### config.mk
export PLATFORM = sky130hd
export DESIGN_NAME = tft_fb_arbiter_flat
export DESIGN_NICKNAME = d
export VERILOG_FILES = /design/src/rtl/tft_fb_arbiter_if.sv /design/src/rtl/tft_fb_arbiter.sv /design/src/flat_wrapper.sv
export SDC_FILE = /design/constraint.sdc
export NUM_CORES = 1
export LEC_CHECK = 0
export CELL_PAD_IN_SITES_DETAIL_PLACEMENT = 0
export CELL_PAD_IN_SITES_GLOBAL_PLACEMENT = 1
export CORE_UTILIZATION = 31
export DETAILED_ROUTE_END_ITERATION = 7
export PLACE_DENSITY_LB_ADDON = 0.2
export SLEW_MARGIN = 20
export SYNTH_ARGS = -nofsm -noshare
export SYNTH_HDL_FRONTEND = slang
export SYNTH_SLANG_ARGS = --single-unit
export TNS_END_PERCENT = 30
### constraint.sdc
create_clock -name tft_sclk_33m -period 4.6 [get_ports tft_sclk_33m]
set_input_delay 0.46 -clock tft_sclk_33m [delete_from_list [all_inputs] [get_ports tft_sclk_33m]]
set_output_delay 0.46 -clock tft_sclk_33m [all_outputs]
set_load 0.01 [all_outputs]
### src/rtl/tft_fb_arbiter_if.sv
// rtl/tft_fb_arbiter_if.sv - decoder write handshake and shared image RAM bus
// slave: arbiter side; master: decoder/RAM side.
interface tft_fb_arbiter_if;
    logic        wr_req;
    logic [13:0] wr_addr;
    logic [15:0] wr_data;
    logic        wr_ack;
    logic        ram_en;
    logic        ram_we;
    logic [13:0] ram_addr;
    logic [15:0] ram_wdata;
    logic [15:0] ram_rdata;

    modport slave (
        input  wr_req, wr_addr, wr_data, ram_rdata,
        output wr_ack, ram_en, ram_we, ram_addr, ram_wdata
    );

    modport master (
        output wr_req, wr_addr, wr_data, ram_rdata,
        input  wr_ack, ram_en, ram_we, ram_addr, ram_wdata
    );
endinterface

### src/rtl/tft_fb_arbiter.sv
// rtl/tft_fb_arbiter.sv - display-read-priority arbiter for the 128x128 RGB565 image RAM
// Optional macro FB_ARB_BORDER_EN: draw a BORDER_COLOR ring just outside the image window.
module tft_fb_arbiter #(
    parameter int          H_VALID      = 800,
    parameter int          V_VALID      = 480,
    parameter int          WIDTH        = 128,
    parameter int          HEIGHT       = 128,
    parameter int          PIC_SIZE     = 16384,
    parameter logic [15:0] BORDER_COLOR = 16'hFFFF
) (
    input  logic                tft_sclk_33m,
    input  logic                srst,
    input  logic [10:0]         pix_x,
    input  logic [10:0]         pix_y,
    input  logic                clr_image,
    tft_fb_arbiter_if.slave     bus,
    output logic [15:0]         pix_rgb,
    output logic                pix_valid,
    output logic                image_ready
);
    localparam int X0 = (H_VALID - WIDTH) / 2;
    localparam int Y0 = (V_VALID - HEIGHT) / 2;

    typedef enum logic {LOAD, SHOW} state_t;

    state_t      state, state_nxt;
    logic [14:0] wr_cnt, cnt_nxt;
    logic        in_win, on_ring;
    logic        rd_go, wr_go;
    logic [13:0] rd_addr;
    logic        rd_q, ring_q, valid_q;
    logic [15:0] rgb_q;

    assign in_win = (pix_x >= 11'(X0)) && (pix_x < 11'(X0 + WIDTH)) &&
                    (pix_y >= 11'(Y0)) && (pix_y < 11'(Y0 + HEIGHT));

    assign rd_addr = 14'(pix_y - 11'(Y0)) * 14'(WIDTH) + 14'(pix_x - 11'(X0));

`ifdef FB_ARB_BORDER_EN
    assign on_ring = (((pix_x == 11'(X0 - 1)) || (pix_x == 11'(X0 + WIDTH))) &&
                      (pix_y >= 11'(Y0 - 1)) && (pix_y <= 11'(Y0 + HEIGHT))) ||
                     (((pix_y == 11'(Y0 - 1)) || (pix_y == 11'(Y0 + HEIGHT))) &&
                      (pix_x >= 11'(X0 - 1)) && (pix_x <= 11'(X0 + WIDTH)));
`else
    assign on_ring = 1'b0;
`endif

    always_ff @(posedge tft_sclk_33m) begin
        if (!srst) begin
            state  <= LOAD;
            wr_cnt <= '0;
        end else begin
            state  <= state_nxt;
            wr_cnt <= cnt_nxt;
        end
    end

    // Display reads win every cycle they occur; writes only fill the remaining slots.
    always_comb begin
        state_nxt     = state;
        cnt_nxt       = wr_cnt;
        rd_go         = 1'b0;
        wr_go         = 1'b0;
        bus.wr_ack    = 1'b0;
        bus.ram_en    = 1'b0;
        bus.ram_we    = 1'b0;
        bus.ram_addr  = '0;
        bus.ram_wdata = '0;
        image_ready   = 1'b0;

        if (in_win)
            rd_go = 1'b1;
        else if (state == LOAD && bus.wr_req && !clr_image)
            wr_go = 1'b1;

        if (clr_image) begin
            state_nxt = LOAD;
            cnt_nxt   = '0;
        end else if (wr_go) begin
            cnt_nxt = wr_cnt + 15'd1;
            if (cnt_nxt == 15'(PIC_SIZE))
                state_nxt = SHOW;
        end

        if (srst) begin
            image_ready = (state == SHOW);
            bus.wr_ack  = wr_go;
            bus.ram_en  = rd_go || wr_go;
            bus.ram_we  = wr_go;
            if (rd_go) begin
                bus.ram_addr = rd_addr;
            end else if (wr_go) begin
                bus.ram_addr  = bus.wr_addr;
                bus.ram_wdata = bus.wr_data;
            end
        end
    end

    // Two-stage read pipeline: issue, then capture the RAM's registered output.
    always_ff @(posedge tft_sclk_33m) begin
        if (!srst) begin
            rd_q    <= 1'b0;
            ring_q  <= 1'b0;
            valid_q <= 1'b0;
            rgb_q   <= '0;
        end else begin
            rd_q    <= rd_go;
            ring_q  <= on_ring;
            valid_q <= rd_q || ring_q;
            if (rd_q)
                rgb_q <= bus.ram_rdata;
            else if (ring_q)
                rgb_q <= BORDER_COLOR;
        end
    end

    assign pix_rgb   = srst ? rgb_q : 16'd0;
    assign pix_valid = srst && valid_q;
endmodule

### src/flat_wrapper.sv
// flat-port wrapper written by rule: the top's interface ports become plain ports
module tft_fb_arbiter_flat 
#(
    parameter int          H_VALID      = 800,
    parameter int          V_VALID      = 480,
    parameter int          WIDTH        = 128,
    parameter int          HEIGHT       = 128,
    parameter int          PIC_SIZE     = 16384,
    parameter logic [15:0] BORDER_COLOR = 16'hFFFF
)
  (tft_sclk_33m, srst, pix_x, pix_y, clr_image, pix_rgb, pix_valid, image_ready, bus_wr_req, bus_wr_addr, bus_wr_data, bus_ram_rdata, bus_wr_ack, bus_ram_en, bus_ram_we, bus_ram_addr, bus_ram_wdata);
  tft_fb_arbiter_if bus_i ();
  input  logic tft_sclk_33m;
  input  logic srst;
  input  logic [10:0] pix_x;
  input  logic [10:0] pix_y;
  input  logic clr_image;
  output logic [15:0] pix_rgb;
  output logic pix_valid;
  output logic image_ready;
  input wire logic [$bits(bus_i.wr_req)-1:0] bus_wr_req;
  input wire logic [$bits(bus_i.wr_addr)-1:0] bus_wr_addr;
  input wire logic [$bits(bus_i.wr_data)-1:0] bus_wr_data;
  input wire logic [$bits(bus_i.ram_rdata)-1:0] bus_ram_rdata;
  output wire logic [$bits(bus_i.wr_ack)-1:0] bus_wr_ack;
  output wire logic [$bits(bus_i.ram_en)-1:0] bus_ram_en;
  output wire logic [$bits(bus_i.ram_we)-1:0] bus_ram_we;
  output wire logic [$bits(bus_i.ram_addr)-1:0] bus_ram_addr;
  output wire logic [$bits(bus_i.ram_wdata)-1:0] bus_ram_wdata;
  assign bus_i.wr_req = bus_wr_req;
  assign bus_i.wr_addr = bus_wr_addr;
  assign bus_i.wr_data = bus_wr_data;
  assign bus_i.ram_rdata = bus_ram_rdata;
  assign bus_wr_ack = bus_i.wr_ack;
  assign bus_ram_en = bus_i.ram_en;
  assign bus_ram_we = bus_i.ram_we;
  assign bus_ram_addr = bus_i.ram_addr;
  assign bus_ram_wdata = bus_i.ram_wdata;
  tft_fb_arbiter #(.H_VALID(H_VALID), .V_VALID(V_VALID), .WIDTH(WIDTH), .HEIGHT(HEIGHT), .PIC_SIZE(PIC_SIZE), .BORDER_COLOR(BORDER_COLOR)) u_core (.tft_sclk_33m(tft_sclk_33m), .srst(srst), .pix_x(pix_x), .pix_y(pix_y), .clr_image(clr_image), .bus(bus_i), .pix_rgb(pix_rgb), .pix_valid(pix_valid), .image_ready(image_ready));
endmodule
# Word-level counts from Yosys, hierarchy flattened

Index checks and enable logic that the tools add are counted.

Register bits: 34
Output and inout bits: 51
Bits of input ports: 72
Logic and storage cells: 40

Eq/ne operators: 1
$lt $le $gt $ge: 4
Add/sub/neg operators: 4
Reductions and logical operators: 10
Multiplexer cells: 14
Bitwise logic cells: 2

Operator list:

| cell                    | number |
|---|---|
| $mux W16                | 5 |
| $mux W14                | 3 |
| $lt A11 B9 Y1 const B   | 2 |
| $add A15 B1 Y15 const B | 1 |
| $eq A15 B15 Y1 const B  | 1 |
| $add A14 B14 Y14        | 1 |
| $sub A11 B9 Y12 const B | 1 |
| $ge A11 B8 Y1 const B   | 1 |
| $ge A11 B9 Y1 const B   | 1 |
| $sub A7 B6 Y7 const B   | 1 |
| $logic_and A1 B1 Y1     | 6 |
| $mux W1                 | 6 |
| $not A1 Y1              | 2 |
| $reduce_and A2 Y1       | 1 |
| $reduce_or A2 Y1        | 1 |
| $logic_not A1 Y1        | 1 |
| $logic_or A1 B1 Y1      | 1 |

# Logic depth before layout (Yosys ltp)

Gate-level depths: netlist (run 1).

Word-level depth: 8
Gate-level depth with buffers: 12
Gate-level depth less buffers: 12

# Worst setup path after synthesis (run 1)

OpenSTA, ideal clock, no wires.

Path kind: input-to-output
Start: input port pix_x[4]
End: output port bus_ram_addr[13]
Path buffers: 0
Arrival: 2413 ps
Required time: 4140 ps
Slack: 1727 ps
Stages: 12
Cells stage by stage: inv_1 > ha_1 > nor2b_1 > o21a_1 > nor2_1 > fa_1 > a21o_1 > a21oi_1 > o21bai_1 > a21oi_1 > xor2_1 > a22o_1

Word-level cells in the longest chain between the ends: 8
Elaborated cells between the ends (all ways): 12
Those cells by class: add/sub: 2; order compare: 2; mux: 5; reduce/logical: 3

Ends and longest elaborated chain:

| item                                                                     | line                 | source |
|---|---|---|
| start, declared                                                          | flat_wrapper.sv:15   | `input logic [10:0] pix_x;` |
| parallel branches: the longest is 6 deep, another holds $add A14 B14 Y14 | --                   |  |
| $mux W14 *                                                               | tft_fb_arbiter.sv:90 | `if (rd_go) begin` |
| $mux W14 *                                                               | tft_fb_arbiter.sv:85 | `if (srst) begin` |
| end, declared                                                            | flat_wrapper.sv:28   | `output wire logic [$bits(bus_i.ram_addr)-1:0] bus_ram_addr;` |

Mark *: on every way between the ends.

# Final worst setup path (run 1)

Ends and elaborated chain as after synthesis.

==> flow_summary.json, run 1 <==
{
  "clkTransAtPathRegs_ns": 0.07,
  "vdd_drop_max_uv": 164.8,
  "die_w_um": 92.68,
  "synth.most_common_cell": "dfxtp_1",
  "htree_levels": 2,
  "rr_endpoint": "u_core.state",
  "timing.rr.start": "u_core.wr_cnt[0]",
  "grt_pass1_vias": 2421,
  "ys_ff_latch": 34,
  "grt_pass1_wl_um": 11880,
  "area_growth_pct": 54.15,
  "antenna_left": 0,
  "arrival_ns": 3.69,
  "fin_setup_tns_ns": 0,
  "async_reset_ff_share_pct": 0,
  "cp.required_ns": 4.14,
  "antenna_found_initial": 0,
  "grt_overflow": 0,
  "die_area_um2": 8589,
  "synth_cell_types": 48,
  "rr_worst_depth": 7,
  "p_per_area_nw_per_um2": 190.7,
  "vias": 2585,
  "fmax_ghz": 0.2412,
  "clk-insertion-delay-late_ns": 0.29,
  "outcome": "complete, no violations",
  "drc_errors": 0,
  "avgSynthCellArea_um2": 8.384,
  "grt_max_degree": 58,
  "fp-row-count": 32,
  "clock-root-buffer": "clkbuf_8",
  "syn_nets": 388,
  "power_mw": 0.7491,
  "netlist_area_um2": 2549,
  "setup_viol": 0,
  "cap_violations": 0,
  "initialDrtViolationCount": 76,
  "final_util_pct": 50.06,
  "rrSetupSlack_ns": 2.21,
  "ys_warn_count": 0,
  "ys_top_cells_by_area": "dfxtp_1 27%, mux2i_1 7.1%, and2_1 5.6%, ha_1 5.4%, nor2b_1 4.9%",
  "grt_use_total_pct": 17.34,
  "core-area_um2": 7848,
  "layout_worst_path_cycle_share_pct": 90.14,
  "netlist.area_leader.share_pct": 26.71,
  "fin_area_um2": 3929,
  "synth_common_cells": "34 x dfxtp_1, 23 x and2_1, 22 x nor2_1, 20 x nor2b_1, 19 x and3_1",
  "min_from": "u_core.state",
  "placed_cell_area_um2": 3820,
  "wl_per_cell_um": 13.87,
  "fin_nets": 500,
  "drt-total-wl_um": 7201,
  "cp-start-kind": "primary input",
  "rsz0062_at_grt": "no",
  "worstMarginPinSlew_ns": 0.9498,
  "yosys.area.top_type": "dfxtp_1",
  "synth_edf_count": 0,
  "die_y_um": 92.68,
  "slew_viol_final": 0,
  "start_util_pct": 32.48,
  "place.gp.congestion": 0.7367,
  "clkSinkCount": 34,
  "p_leak_nw": 1.532,
  "dr.pass1.iters": 4,
  "synthCells": 304,
  "place_inst": 511,
  "end_kind": "output port",
  "cts_buffer_depth": 2,
  "hold_viol_final": 0,
  "holdBufCountCts": 0,
  "drive_above_1_share_pct": 6.235,
  "diodes": 0,
  "cts_setup_buffers": 0,
  "timing.final.ws_setup_ns": 0.4534,
  "cp_max_fo": 4,
  "fin_crit_ns": 4.147,
  "synthFlopType": "dfxtp_1",
  "yosysSeqAreaShare_pct": 26.71,
  "ios": 123,
  "pre_cts_ws_ns": 0.4773,
  "fin_hold_ws_ns": 0.5013,
  "final_cells": 519,
  "numCtsBuffers": 5,
  "path_class": "in2out",
  "hold_class": "reg2reg",
  "tritoncts": "yes",
  "finalClockSkew_ns": 0.005070,
  "relSlewSlack_pct": 36.59,
  "vias_per_cell": 4.981,
  "dp_hpwl_um": 5432,
  "whs_endpoint": "u_core.state",
  "min_delay_path_depth": 1,
  "post_cts_resized": 0,
  "numPortBuffers": 122
}
[cell type report]
type                            count  area (um2)
Fill cell                         755        3919
Tap cell                          102       127.6
Inverter                           11       41.29
Timing Repair Buffer              125        1244
Clock buffer                        5       68.82
Clock inverter                      3       40.04
Multi-Input combinational cell    239        1727
Sequential cell                    34       680.7
[cells in the final DEF, fill, tap and decap left out, drive strengths merged, types with 2 or more instances in the layout]
cell / n
a21o: 4
nand2b: 2
nor4b: 2
and3: 19
a31oi: 5
clkbuf: 5
a41o: 2
ha: 11
a21oi: 13
nand4: 3
clkinv: 2
o21bai: 2
nand2: 17
and2: 23
and4: 2
xor2: 4
o21a: 2
a31o: 7
inv: 11
nor3: 4
dfxtp: 34
clkdlybuf4s50: 122
xnor2: 14
nand3: 6
nor2b: 20
o21ai: 4
mux2i: 18
nor4: 3
buf: 3
nor2: 22
a211oi: 5
a22o: 13
[per-layer routing]
layer / vias to the layer above / share of wire [%] / GRT usage (%)
met5: - / 0 / 0
met1: 1183 / 46 / 23.26
met2: 83 / 44 / 25.43
met4: 0 / 2.0 / 5.897
met3: 12 / 8.2 / 6.404
li1: 1307 / - / -
[registers in the layout, summed over array words and instances (netlist names)]
signal / flops
u_core.rgb_q: 16
u_core.wr_cnt: 15
u_core.rd_q: 1
u_core.state: 1
u_core.valid_q: 1
[worst max-delay path, cell delays in order]
cell             delay [ns]
clkdlybuf4s50_1        0.54
inv_1                  0.08
ha_1                   0.23
nor2b_1                0.19
o21a_1                 0.16
nor2_1                 0.08
fa_1                   0.44
a21o_1                 0.18
a21oi_1                0.23
o21bai_1               0.09
a21oi_1                0.18
xor2_1                 0.16
a22o_1                 0.14
clkdlybuf4s50_1        0.53
[worst max path at each step]
| stage | to | depth (start not counted) | startpoint | slack, ns |
|---|---|---|---|---|
| 2_1_floorplan | bus_ram_addr[13] | 12 | pix_x[4] | 1.73 |
| 3_3_place_gp | bus_ram_addr[13] | 14 | pix_x[4] | 0.53 |
| 3_5_place_dp | bus_ram_addr[13] | 14 | pix_x[4] | 0.48 |
| 4_1_cts | bus_ram_addr[13] | 14 | pix_x[4] | 0.45 |
| 5_1_grt | bus_ram_addr[13] | 14 | pix_x[4] | 0.22 |
| 6_report | bus_ram_addr[13] | 14 | pix_x[4] | 0.45 |
[cell families after synthesis]
kind of cell / share of synthesized area, %
flops: 26.71
compound gates: 19.59
fa+ha+maj: 6.186
xor+xnor: 6.186
buf+inv: 5.547
simple gates: 28.72
mux: 7.069
[power by group]
part | internal [mW] | total [mW] | switching (mW)
clock | 0.159 | 0.272 | 0.112
sequential | 0.295 | 0.296 | 0.00125
combinational | 0.107 | 0.181 | 0.0742
total | 0.561 | 0.749 | 0.188
(Power assumes the default switching activity.)
==> run 2, diff against run 1 <==
Settings changed: CORE_UTILIZATION 31 to 26.
Clock period 4.6 ns to 3.75 ns, I/O delays scaled along.
==> run 2 against run 1 <==
  * Worst setup slack got worse by 0.25 ns
  * Critical endpoint is now bus_ram_addr[11]
  * Die area up 19%
  * Register-to-register slack worse by 0.86 ns
  * Cell area rose by 3.8%
  * Non-clock buffer count up 15
==> flow_summary.json, run 2 (same netlist as run 1, synthesis figures left out) <==
{
  "outcome": "complete, no violations",
  "fp-row-count": 35,
  "wl_per_cell_um": 13.70,
  "cp.depth": 13,
  "area_growth_pct": 59.99,
  "p_leak_nw": 1.634,
  "fmax_ghz": 0.2823,
  "cp_max_fo": 3,
  "place_inst": 553,
  "core-area_um2": 9371,
  "p_per_area_nw_per_um2": 219.9,
  "min_delay_path_depth": 1,
  "relSlewSlack_pct": 35.94,
  "drt-total-wl_um": 7684,
  "top_register": "u_core.rgb_q",
  "cap_violations": 0,
  "initialDrtViolationCount": 45,
  "slew_viol_final": 0,
  "fin_crit_ns": 3.543,
  "path_buf_inv": 4,
  "largest_reg_flops": 16,
  "worstMarginPinSlew_ns": 0.9596,
  "fin_area_um2": 4078,
  "place.gp.congestion": 0.8771,
  "grt_max_degree": 57,
  "dp_hpwl_um": 5817,
  "path_class": "in2out",
  "die_w_um": 101.0,
  "rsz0062_at_grt": "no",
  "layout_worst_path_cycle_share_pct": 94.47,
  "setup_viol": 0,
  "antenna_found_initial": 0,
  "power_mw": 0.8968,
  "cp-start-kind": "primary input",
  "fin_nets": 515,
  "cts_buffer_depth": 2,
  "drive_above_1_share_pct": 10.42,
  "tritoncts": "yes",
  "reg.largest.list": "u_core.rgb_q (16), u_core.wr_cnt (15)",
  "rr_worst_depth": 7,
  "vias": 2569,
  "ios": 123,
  "clock-root-buffer": "clkbuf_8",
  "layout_common_cells": "120 x clkdlybuf4s50_1, 34 x dfxtp_1, 22 x and2_1, 22 x nor2_1",
  "numPortBuffers": 122,
  "hold_class": "reg2reg",
  "die_area_um2": 10200,
  "final_common_cell": "clkdlybuf4s50_1",
  "timing.critical_path.mode_cell": "clkdlybuf4s50_1",
  "end_kind": "output port",
  "critPathMaxStageDelay_ns": 0.54,
  "start_util_pct": 27.20,
  "vdd_drop_max_uv": 113.5,
  "htree_levels": 2,
  "diodes": 0,
  "cts_setup_buffers": 0,
  "placed_cell_area_um2": 3966,
  "grt_pass1_vias": 2484,
  "clkSinkCount": 34,
  "grt_use_total_pct": 15.46,
  "numCtsBuffers": 5,
  "dr.pass1.iters": 6,
  "path_delay_family": "buffers and inverters",
  "die_y_um": 101.0,
  "antenna_left": 0,
  "cp_cell_sequence": "clkdlybuf4s50_1 > inv_1 > ha_1 > nor2b_2 > o21a_1 > nor2_1 > fa_1 > a21o_1 > a21oi_2 > buf_4 > xnor2_1 > a22o_1 > clkdlybuf4s50_1",
  "cp.required_ns": 3.38,
  "drc_errors": 0,
  "clk-insertion-delay-late_ns": 0.29,
  "vias_per_cell": 4.579,
  "clkTransAtPathRegs_ns": 0.07,
  "arrival_ns": 3.17,
  "finalClockSkew_ns": 0.002791,
  "slowest_stage": "clkdlybuf4s50_1",
  "grt_pass1_wl_um": 12330,
  "hold_viol_final": 0,
  "grt_overflow": 0,
  "final_cells": 561
}
-- run 2: cell types whose count changed in the layout (fill, tap and decap cells not counted), sizes merged --
cell,previous run,this run
buf,3,18
clkbuf,5,7
clkdlybuf4s50,122,120
dlymetal6s2s,0,2
clkinv,2,1
bufinv,1,0
-- run 2: layer usage --
metal | track usage, % | up-vias | routed length, um
met3 | 4.785 | 8 | 450
met5 | 0 | - | 0
met2 | 24.97 | 66 | 3636
li1 | - | 1337 | -
met4 | 4.348 | 0 | 98
met1 | 19.81 | 1158 | 3498
-- run 2: worst register-to-register path, delay by kind of cell (launching register included) --
family,cells,cell delay (ns)
AO/OA/AOI/OAI,2,0.32
AND/OR/NAND/NOR,4,1.28
flip-flops,1,0.46
adder cells (fa/ha/maj),1,0.29
-- run 2: through the flow --
step / setup slack, ns / TNS, ns / hold WS, ns / util, %
6_report: 0.2074 / 0 / 0.4896 / 43.51
5_1_grt: 0.006914 / 0 / 0.5282 / 43.51
4_1_cts: 0.0005065 / 0 / 0.4997 / 43.36
3_5_place_dp: -0.07260 / -0.07926 / 0.4778 / 42.32
3_3_place_gp: -0.01328 / -0.01328 / 0.4714 / 42.32
2_1_floorplan: 1.047 / 0 / 0.4477 / -
-- run 2: power breakdown --
group	switching (mW)	total, mW	internal, mW	leakage, nW
Clock	0.137	0.285	0.148	0.0482
Combinational	0.0986	0.248	0.149	1.31
Sequential	0.00156	0.363	0.362	0.274
Total	0.237	0.897	0.659	1.63
-- run 2: repair_timing --
item                                    in CTS  in global routing
hold buffers                                 0                  0
gates resized for setup                      2                  5
pin swaps                                    0                  0
endpoints found under the setup margin       2                 13
gates cloned                                 0                  0
-- run 2: path summary, 6_finish.rpt --
kind / slack (ns) / start / endpoint
setup / recovery: 0.21 / pix_x[5] / bus_ram_addr[11]
hold / removal: 0.49 / u_core.state / u_core.state
setup reg to reg: 1.35 / u_core.wr_cnt[0] / u_core.state
hold reg to reg: 0.49 / u_core.state / u_core.state
-- run 2: layout make-up --
cell class	instances	area, um2
Tap cell	129	161.4
Clock buffer	7	86.33
Fill cell	953	5294
Multi-Input combinational cell	239	1742
Sequential cell	34	680.7
Clock inverter	1	5.005
Inverter	11	41.29
Timing Repair Buffer	140	1361
